File: src/rtl/axis_rr_arbiter.sv
// Round-robin, packet-locking arbiter driving the en/ctrl selects of an AXIS N:1 mux.
// A grant is held until a TLAST beat or, optionally, a fixed beat count.
module axis_rr_arbiter #(
  parameter int unsigned CHANNEL_NUMBER       = 5,
  parameter int unsigned CHANNEL_NUMBER_WIDTH = $clog2(CHANNEL_NUMBER),
  parameter int unsigned MAX_BEATS            = 0,
  parameter int unsigned BEAT_CNT_WIDTH       = 16
) (
  input  logic                            clk,
  input  logic                            rst,
  input  logic [CHANNEL_NUMBER-1:0]       in_tvalid,
  input  logic                            out_tvalid,
  input  logic                            out_tready,
  input  logic                            out_tlast,
  output logic                            en,
  output logic [CHANNEL_NUMBER_WIDTH-1:0] ctrl,
  output logic                            busy
);

  localparam int unsigned CW = CHANNEL_NUMBER_WIDTH;
  localparam int unsigned BW = BEAT_CNT_WIDTH;
  // Counter value seen on the final allowed beat (counter holds beats already taken).
  localparam logic [BW-1:0] LAST_BEAT = BW'((MAX_BEATS > 0) ? (MAX_BEATS - 1) : 0);
  localparam logic [CW-1:0] LAST_CH   = CW'(CHANNEL_NUMBER - 1);

  typedef enum logic {
    ST_IDLE  = 1'b0,
    ST_GRANT = 1'b1
  } state_e;

  state_e          state_q, state_d;
  logic            en_q, en_d;
  logic [CW-1:0]   ctrl_q, ctrl_d;
  logic [CW-1:0]   last_grant_q, last_grant_d;
  logic [BW-1:0]   beat_cnt_q, beat_cnt_d;

  logic            pick_valid;
  logic [CW-1:0]   pick_idx;
  logic [CW-1:0]   cand;
  logic            beat;
  logic            release_beat;

  // Rotating priority search starting just after the last granted channel.
  always_comb begin
    pick_valid = 1'b0;
    pick_idx   = '0;
    cand       = '0;
    for (int unsigned i = 1; i <= CHANNEL_NUMBER; i++) begin
      cand = CW'((32'(last_grant_q) + i) % CHANNEL_NUMBER);
      if (!pick_valid && in_tvalid[cand]) begin
        pick_valid = 1'b1;
        pick_idx   = cand;
      end
    end
  end

  // Handshake on the mux output and packet-end detection.
  always_comb begin
    beat         = (state_q == ST_GRANT) && out_tvalid && out_tready;
    release_beat = beat && (out_tlast || ((MAX_BEATS != 0) && (beat_cnt_q == LAST_BEAT)));
  end

  // Next-state and registered-output logic.
  always_comb begin
    state_d      = state_q;
    en_d         = en_q;
    ctrl_d       = ctrl_q;
    last_grant_d = last_grant_q;
    beat_cnt_d   = beat_cnt_q;
    unique case (state_q)
      ST_IDLE: begin
        if (pick_valid) begin
          state_d      = ST_GRANT;
          en_d         = 1'b1;
          ctrl_d       = pick_idx;
          last_grant_d = pick_idx;
          beat_cnt_d   = '0;
        end
      end
      ST_GRANT: begin
        if (release_beat) begin
          beat_cnt_d = '0;
          if (pick_valid) begin
            ctrl_d       = pick_idx;
            last_grant_d = pick_idx;
          end else begin
            state_d = ST_IDLE;
            en_d    = 1'b0;
          end
        end else if (beat && (beat_cnt_q != {BW{1'b1}})) begin
          beat_cnt_d = beat_cnt_q + BW'(1);
        end
      end
      default: begin
        state_d = ST_IDLE;
        en_d    = 1'b0;
      end
    endcase
  end

  // State and output registers; reset leaves channel 0 at top priority.
  always_ff @(posedge clk) begin
    if (rst) begin
      state_q      <= ST_IDLE;
      en_q         <= 1'b0;
      ctrl_q       <= '0;
      last_grant_q <= LAST_CH;
      beat_cnt_q   <= '0;
    end else begin
      state_q      <= state_d;
      en_q         <= en_d;
      ctrl_q       <= ctrl_d;
      last_grant_q <= last_grant_d;
      beat_cnt_q   <= beat_cnt_d;
    end
  end

  assign en   = en_q;
  assign ctrl = ctrl_q;
  assign busy = en_q;

endmodule

File: config.mk
export PLATFORM = sky130hd
export DESIGN_NAME = axis_rr_arbiter
export DESIGN_NICKNAME = d
export VERILOG_FILES = /design/src/rtl/axis_rr_arbiter.sv
export SDC_FILE = /design/constraint.sdc
export NUM_CORES = 1
export LEC_CHECK = 0
export BUFFER_PORTS_ARGS = -buffer_cell sky130_fd_sc_hd__buf_2
export CORE_ASPECT_RATIO = 0.8
export CORE_MARGIN = 1
export CORE_UTILIZATION = 41
export DETAILED_ROUTE_END_ITERATION = 12
export SETUP_SLACK_MARGIN = 0.15
export SLEW_MARGIN = 20
export SYNTH_ARGS = -nofsm -noshare
export SYNTH_HDL_FRONTEND = slang
export SYNTH_SLANG_ARGS = --single-unit
File: constraint.sdc
create_clock -name clk -period 12.6 [get_ports clk]
set_clock_uncertainty 0.1 [all_clocks]
set_input_delay 1.26 -clock clk [delete_from_list [all_inputs] [get_ports clk]]
set_output_delay 1.26 -clock clk [all_outputs]
set_load 0.02 [all_outputs]
* Word level (Yosys, flattened, before mapping)
Index checks and enable logic that the tools add are counted.
** Storage, ports and cells
- Register bits :: 8
- Input port bits :: 10
- Output and inout bits :: 5
- Logic and storage cells :: 68
** Cells by class
- Add/subtract/negate cells :: 5
- Divide/modulo/power cells :: 5
- Order comparisons :: 5
- Eq/ne operators :: 3
- Multiplexer cells :: 33
- Bitwise gates (word level) :: 1
- Reduce and logical (&&, ||, !) cells :: 12
** Operators by type and width (count)
- 32-bit by 3-bit modulo with 32-bit output, second input constant :: 5
- 3-bit 2-to-1 mux :: 9
- 3-bit by 4-bit < comparator with 1-bit output, second input constant :: 5
- 1-bit binary-select mux with 3-bit select :: 5
- 1-bit 2-to-1 mux :: 15
- 3-bit one-hot mux with 2 select lines :: 2
- 3-bit by 2-bit adder with 4-bit output, second input constant :: 2
- 3-bit by 3-bit adder with 4-bit output, second input constant :: 2
- 1-bit logical AND :: 7
- 3-bit by 1-bit adder with 4-bit output, second input constant :: 1
- 1-bit zero test :: 4
- 2-bit inequality test, second input constant :: 2
- 1-bit one-hot mux with 2 select lines :: 2
- 3-bit AND reduction :: 1
- 2-bit by 1-bit inequality test with 1-bit output, second input constant :: 1
- 1-bit NOT :: 1

* Longest topological paths before layout
Gate-level depths: netlist (run 1).
- Word-level depth :: 20
- Gate-level depth with buffers :: 18

* Worst setup path before layout (run 1)
Ideal clock, no wire load.
- Kind :: flip-flop to flip-flop
- From :: reg last_grant_q[0]
- To :: reg last_grant_q[0]
- Library setup time :: 0.079 ns
- Arrival :: 4.172 ns
- Required time :: 12.421 ns
- Setup slack :: 8.249 ns
- Stages on the path, launching flop included :: 19
- Period minus slack after synthesis :: 4.351 ns
- Path through :: dfxtp_1 -> buf_2 -> inv_2 -> buf_2 -> ha_1 -> ha_1 -> nor3b_1 -> o221ai_1 -> and2_1 -> ha_1 -> nand2b_1 -> nor3b_1 -> a211oi_1 -> nor2_1 -> o32ai_1 -> nand2_1 -> o211a_1 -> o311a_1 -> a211oi_2
** On the way
- Longest elaborated chain between the ends :: 20
** Ends and longest elaborated chain
- start: declaration :: RTL line 34 : logic [CW-1:0] last_grant_q, last_grant_d;
- start signal: assignment :: RTL line 113 : last_grant_q <= last_grant_d;
- 3-bit by 1-bit adder with 4-bit output :: RTL line 49 : cand = CW'((32'(last_grant_q) + i) % CHANNEL_NUMBER);
- 32-bit by 3-bit modulo with 32-bit output :: RTL line 49
- 1-bit binary-select mux with 3-bit select :: RTL line 50 : if (!pick_valid && in_tvalid[cand]) begin
- 1-bit 2-to-1 mux (not written as such) :: RTL line 50
- 1-bit 2-to-1 mux :: RTL line 50
- 1-bit zero test :: RTL line 50
- 1-bit logical AND :: RTL line 50
- 1-bit 2-to-1 mux :: RTL line 50
- (+4 left out)
- 1-bit logical AND :: RTL line 50
- 1-bit 2-to-1 mux :: RTL line 50
- 1-bit zero test :: RTL line 50
- 1-bit logical AND :: RTL line 50
- 3-bit 2-to-1 mux or 1-bit 2-to-1 mux (tied branches) :: RTL line 50
- 3-bit 2-to-1 mux (*) :: RTL line 72, 83
- 3-bit 2-to-1 mux :: RTL line 81 : if (release_beat) begin
- 3-bit one-hot mux with 2 select lines (*) :: RTL line 70 : unique case (state_q)
Mark *: on every way between the ends. The rest lies on a longest branch, timed or not. The select of a mux whose other input is x is not followed.
A chain may end at the register's enable or synchronous reset.

* Final worst setup path (run 1)
Same ends and word-level chain as after synthesis.

==> results.json, run 1 <==
{
  "synth.yosys.seq_area_share": 0.0531,
  "start_kind": "flip-flop",
  "die_area_um2": 5820,
  "crit_slowest_cell": "ha_1",
  "maxCapViolCount": 0,
  "vias": 2370,
  "port_buffers": 14,
  "cp.required_ns": 12.64,
  "synth_edf_count": 0,
  "antenna_found_initial": 0,
  "finalHoldViolCount": 0,
  "post-route-min-period_ns": 5.11,
  "layout_worst_path_cycle_share": 0.405,
  "grt_pass1_wl_mm": 10.3,
  "rsz0062_at_grt": "no",
  "critPathKind": "flip-flop to flip-flop",
  "cts.reportedPaths.clkPinSlew_ns": 0.04,
  "gp_congestion": 0.920,
  "setup_tns_ns": 0,
  "grt_pass1_vias": 2098,
  "status": "finished clean",
  "yosys.area.top_type": "ha_1",
  "cpMostUsedCell": "ha_1",
  "cp_cell_sequence": "buf_4 -> inv_2 -> ha_1 -> ha_1 -> nor3b_1 -> o221ai_1 -> and2_1 -> ha_1 -> nand2b_1 -> nor3b_1 -> a211oi_1 -> nor2_1 -> o32ai_1 -> nand2_1 -> o211a_1 -> o311a_1 -> a211oi_2",
  "r2r_slack_ns": 7.49,
  "setup_slack_ns": 7.49,
  "core_um2": 5150,
  "synth.mux.area_fraction": 0.0752,
  "critPathTopFamily": "compound AO/OA/AOI/OAI gates",
  "tightestPinTransition_ns": 0.586,
  "maxSlewHeadroom": 0.605,
  "area_growth_pct": 3.87,
  "synth_xor_area_frac": 0.0586,
  "post-route-drc-count": 0,
  "cts_resized": 0,
  "worst_r2r_path_depth": 17,
  "cp.depth": 17,
  "final_max_slew_viol_count": 0,
  "detail_route.iter0.violations": 194,
  "cp.arrival_ns": 5.15,
  "ys_types": 71,
  "synth_compound_area_frac": 0.350,
  "crit_path_start": "last_grant_q[0]",
  "finalSetupViolCount": 0,
  "start_util": 0.439,
  "synthSimpleGateAreaFrac": 0.247,
  "synth_top_area_share": 0.133,
  "synthArstFlopShare": 0,
  "post-cts-setup-buffers": 0,
  "synth_fp_nets": 339,
  "cts_hold_buf": 0,
  "syn-cell-area_um2": 2260,
  "gr-total-overflow": 0,
  "cts_root_buffer": "clkbuf_8",
  "cts_tree": "built",
  "vias_per_cell": 6.49,
  "h-tree-depth": 1,
  "synth_ff_type": "dfxtp_1",
  "synth_warnings": 0,
  "diodes": 0,
  "cpPeakStageDelay_ns": 0.59,
  "syn_area_per_cell_um2": 7.42,
  "antenna_left": 0,
  "finalNetCount": 339,
  "pin_count": 15,
  "drive_above_1_share": 0.155,
  "cts_made_buffers": 3,
  "synth_seq_cells": 6,
  "crit_buf_inv": 2,
  "synth_fa_ha_area_frac": 0.133,
  "die_y_um": 68.4,
  "track_usage": 0.222,
  "clkLatencyLatePin_ns": 0.22,
  "synthTopCellsByArea": "ha_1 (13%), dfxtp_1 (5.3%), nand2_1 (4.6%), nor2_1 (4.3%), a21oi_1 (3.5%)",
  "critPathCapture": "last_grant_q[0]",
  "syn_inst": 305,
  "r2r_end": "last_grant_q[0]",
  "die_w_um": 85.0,
  "dr.pass1.iters": 5,
  "hp-class": "flip-flop to flip-flop",
  "row_count": 23,
  "dp_hpwl_mm": 4.78,
  "fmax_mhz": 196,
  "path_max_fanout": 45,
  "place_ws_ns": 7.53,
  "wl_per_cell_um": 16.9,
  "grt_max_degree": 46,
  "synth_top_family_by_area": "compound AO/OA/AOI/OAI gates",
  "clock_sinks": 6,
  "cts_max_path_buffers": 2,
  "r2r_start": "last_grant_q[0]",
  "wirelength_mm": 6.18,
  "critPathCaptureType": "flip-flop"
}
metal layers:
metal  GRT usage  vias to the layer above  routed length [µm]
met2       0.353                      117                2590
met5           0                        -                   0
li1            -                     1156                   -
met3      0.0302                        7                 608
met1       0.330                     1090                2940
met4      0.0148                        0                  40
per-stage QoR:
stage	instance area (µm²)	instances	hold slack (ns)	util
finish	2350	365	0.357	0.456
floorplan	2260	305	0.427	-
CTS	2350	365	0.360	0.456
global placement	2310	362	0.357	0.448
detailed placement	2310	362	0.355	0.448
global route	2350	365	0.386	0.456
tightest hold or removal path, stage by stage (launching register included):
cell and delay (ns):
dfxtp_1 0.30, nand2_1 0.05, a21oi_1 0.05
sequential cells by signal, summed over array words and instances (netlist names):
register,count
busy,1
ctrl,1
last_grant_q,3
state_q,1
cells in the mapped netlist, drive strengths merged (2+ instances only):
master  count
o211ai      5
inv        19
nor2b       5
o311a       4
ha         24
nor3b       4
a32o        2
a21o        5
a221o       3
o22ai       3
and3        4
and2        3
nand2      28
o21ai      15
mux4        3
a221oi      4
dfxtp       6
o32a        2
a21oi      19
buf        15
o221ai      2
nand4b      3
a211oi      6
clkbuf      6
a211o       3
o211a       3
a31oi       8
mux2i       8
nor3        6
nand3      10
nand4       5
or2         3
o21a        5
mux2        2
nor2       26
xor2        3
xnor2       7
or4         3
nand2b      4
kinds of logic (layout without fill, tap and decap cells):
| group | count (synthesis) | after routing |
|---|---|---|
| adders and majority gates | 24 | 24 |
| AOI/OAI and AO/OA | 103 | 103 |
| and+or+nand+nor | 109 | 109 |
| buffers and inverters | 40 | 38 |
| muxes | 13 | 13 |
| DFF | 6 | 6 |
| xor gates and xnor gates | 10 | 10 |
worst min-delay path by stage:
| stage | from | cells after the start | endpoint | slack, ns |
|---|---|---|---|---|
| floorplan | ctrl[2] | 2 | ctrl[2] | 0.43 |
| global route | ctrl[2] | 2 | ctrl[2] | 0.39 |
| CTS | ctrl[2] | 2 | ctrl[2] | 0.36 |
| global placement | ctrl[2] | 2 | ctrl[2] | 0.36 |
| detailed placement | ctrl[2] | 2 | ctrl[2] | 0.36 |
| finish | ctrl[2] | 2 | ctrl[2] | 0.36 |
layout by cell type, fill, tap and decap left out, types with 3 or more instances in the layout:
master,synthesis,routed
o22ai_1,3,3
o311a_1,4,4
buf_2,9,14
inv_1,14,14
nor2b_1,5,5
and2_1,3,3
clkbuf_8,0,3
o211ai_1,5,5
nor2_1,26,26
nand2_1,28,28
o211a_1,3,3
a31oi_1,8,8
nor3_1,6,6
a21oi_1,16,16
a21oi_2,3,3
ha_1,24,24
xnor2_1,6,6
mux2i_1,8,8
nand2b_1,4,4
and3_1,4,4
a211oi_1,4,4
o21a_1,5,5
nand4_1,5,5
inv_2,5,5
nand3_1,10,10
a211o_1,3,3
a21o_1,5,5
a221o_1,3,3
nand4b_1,3,3
o21ai_0,13,13
mux4_2,3,3
nor3b_1,4,4
dfxtp_1,6,6
area by class of cell:
type                            instances  area (µm²)
Fill cell                             534        2800
Tap cell                               62        77.6
Sequential cell                         6         120
Inverter                               19        71.3
Clock buffer                            3        41.3
Timing Repair Buffer                   16        85.1
Multi-Input combinational cell        259        1950
Power of run 1 is left out: the tool's default activity adds up to more than one toggle a clock period on the data nets, which glitch-free logic cannot reach.
==> inputs of run 2 (changes only) <==
==> constraint.sdc (replaced) <==
create_clock -name clk -period 4.3 [get_ports clk]
set_clock_uncertainty 0.1 [all_clocks]
set_input_delay 0.43 -clock clk [delete_from_list [all_inputs] [get_ports clk]]
set_output_delay 0.43 -clock clk [all_outputs]
set_load 0.02 [all_outputs]
==> run 2 against run 1 <==
Effect of this change: non-clock buffer count increased by 19; utilization increased by 5.2 points; clock-buffer cell count unchanged; register-to-register slack got worse by 7.1 ns; fmax increased by 31%; critical endpoint is now last_grant_q[1]; largest cell class unchanged.
==> results.json, run 2 (synthesized netlist as in run 1, its figures left out) <==
{
  "cpPeakStageDelay_ns": 0.38,
  "drive_above_1_share": 0.255,
  "crit_buf_inv": 3,
  "die_area_um2": 5820,
  "path_max_fanout": 15,
  "finalNetCount": 358,
  "cts_made_buffers": 3,
  "finalHoldViolCount": 0,
  "cp.arrival_ns": 3.93,
  "area_growth_pct": 15.8,
  "largest_register": "last_grant_q",
  "min-delay-start": "rst",
  "row_count": 23,
  "h-tree-depth": 1,
  "grt_pass1_wl_mm": 10.6,
  "detail_route.iter0.violations": 271,
  "cts_root_buffer": "clkbuf_8",
  "maxCapViolCount": 0,
  "pin_count": 15,
  "critPathTopFamily": "compound AO/OA/AOI/OAI gates",
  "rsz0062_at_grt": "yes",
  "cts.reportedPaths.clkPinSlew_ns": 0.04,
  "cp.required_ns": 4.33,
  "setup_tns_ns": 0,
  "critPathCaptureType": "flip-flop",
  "cts_hold_buf": 0,
  "gr-total-overflow": 0,
  "worst_r2r_path_depth": 15,
  "clock_sinks": 6,
  "antenna_left": 0,
  "largest_register_ffs": 3,
  "track_usage": 0.230,
  "diodes": 0,
  "critPathKind": "flip-flop to flip-flop",
  "die_w_um": 85.0,
  "final_max_slew_viol_count": 0,
  "post-route-drc-count": 0,
  "start_util": 0.439,
  "die_y_um": 68.4,
  "dr.pass1.iters": 4,
  "wirelength_mm": 6.53,
  "r2r_slack_ns": 0.40,
  "hold_end": "state_q",
  "cts_max_path_buffers": 2,
  "maxSlewHeadroom": 0.673,
  "hp-class": "primary input to flip-flop",
  "cp_cell_sequence": "buf_4 -> ha_1 -> buf_4 -> a21oi_1 -> xnor2_2 -> ha_1 -> inv_1 -> o22ai_1 -> a21oi_1 -> o211ai_1 -> o21a_1 -> o2111ai_1 -> o21ai_2 -> a31oi_1 -> a221oi_1",
  "start_kind": "flip-flop",
  "hold_depth": 2,
  "final_common_cell": "nand2_1",
  "dp_hpwl_mm": 5.10,
  "clkLatencyLatePin_ns": 0.22,
  "r2r_start": "last_grant_q[1]",
  "tightestPinTransition_ns": 0.485,
  "finalSetupViolCount": 0,
  "status": "finished clean",
  "wl_per_cell_um": 17.0,
  "vias": 2427,
  "cts_tree": "built",
  "antenna_found_initial": 0,
  "gp_congestion": 0.980,
  "grt_pass1_vias": 2220,
  "nFillCells": 513,
  "core_um2": 5150,
  "vias_per_cell": 6.32,
  "port_buffers": 14,
  "r2r_end": "last_grant_q[1]",
  "crit_slowest_cell": "a21oi_1",
  "fmax_mhz": 256,
  "layout_common_cells": "nand2_1 (28), nor2_1 (26), ha_1 (21), buf_4 (20), a21oi_1 (15)",
  "layout_worst_path_cycle_share": 0.907,
  "post-route-min-period_ns": 3.90,
  "grt_max_degree": 28
}
-- run 2: cell types whose count changed in the layout (fill, tap and decap cells not counted), sizes merged --
cell / before / now
buf: 16 / 35
-- run 2: metrics by stage --
stage	worst slack (ns)	area (µm²)	util	instances	hold WS [ns]
6_report	0.401	2620	0.509	384	0.347
5_1_grt	0.105	2620	0.509	384	0.347
4_1_cts	0.206	2480	0.481	378	0.345
3_5_place_dp	0.228	2430	0.473	375	0.362
3_3_place_gp	0.232	2430	0.473	375	0.371
2_1_floorplan	0.174	2280	-	305	0.399
-- run 2: routing by layer --
layer,track usage,part of all wire,vias to the layer above
met3,0.0422,0.081,2
li1,-,-,1196
met2,0.375,0.43,91
met1,0.327,0.49,1138
met4,0.0169,0.0026,0
met5,0,0,-
-- run 2: what timing repair did --
action                     CTS  global route
gates resized for setup      0            17
buffers inserted             0             6
setup endpoints to repair    0             6
-- run 2: cell type report --
type                            count  area, µm²  share of cell area
Timing Repair Buffer               35        240              0.0917
Multi-Input combinational cell    259       2070               0.789
Inverter                           19       71.3              0.0272
Tap cell                           62       77.6              0.0296
Sequential cell                     6        123              0.0468
Clock buffer                        3       41.3              0.0158
-- run 2: worst max-delay path by stage --
stage | depth (start not counted) | end | start
2_1_floorplan | 18 | last_grant_q[0] | last_grant_q[0]
3_3_place_gp | 13 | last_grant_q[0] | last_grant_q[2]
3_5_place_dp | 16 | last_grant_q[0] | last_grant_q[1]
4_1_cts | 16 | last_grant_q[0] | last_grant_q[1]
5_1_grt | 15 | last_grant_q[1] | last_grant_q[1]
6_report | 15 | last_grant_q[1] | last_grant_q[1]
-- run 2: worst register-to-register path: cells and delay by family (launching register included) --
family	cells	cell delay (ns)
XOR/XNOR	1	0.20
flip-flops	1	0.33
adder cells (fa/ha/maj)	2	0.55
AO/OA/AOI/OAI	9	2.17
buffers and inverters	3	0.46
Power of run 2 is left out for the same reason.
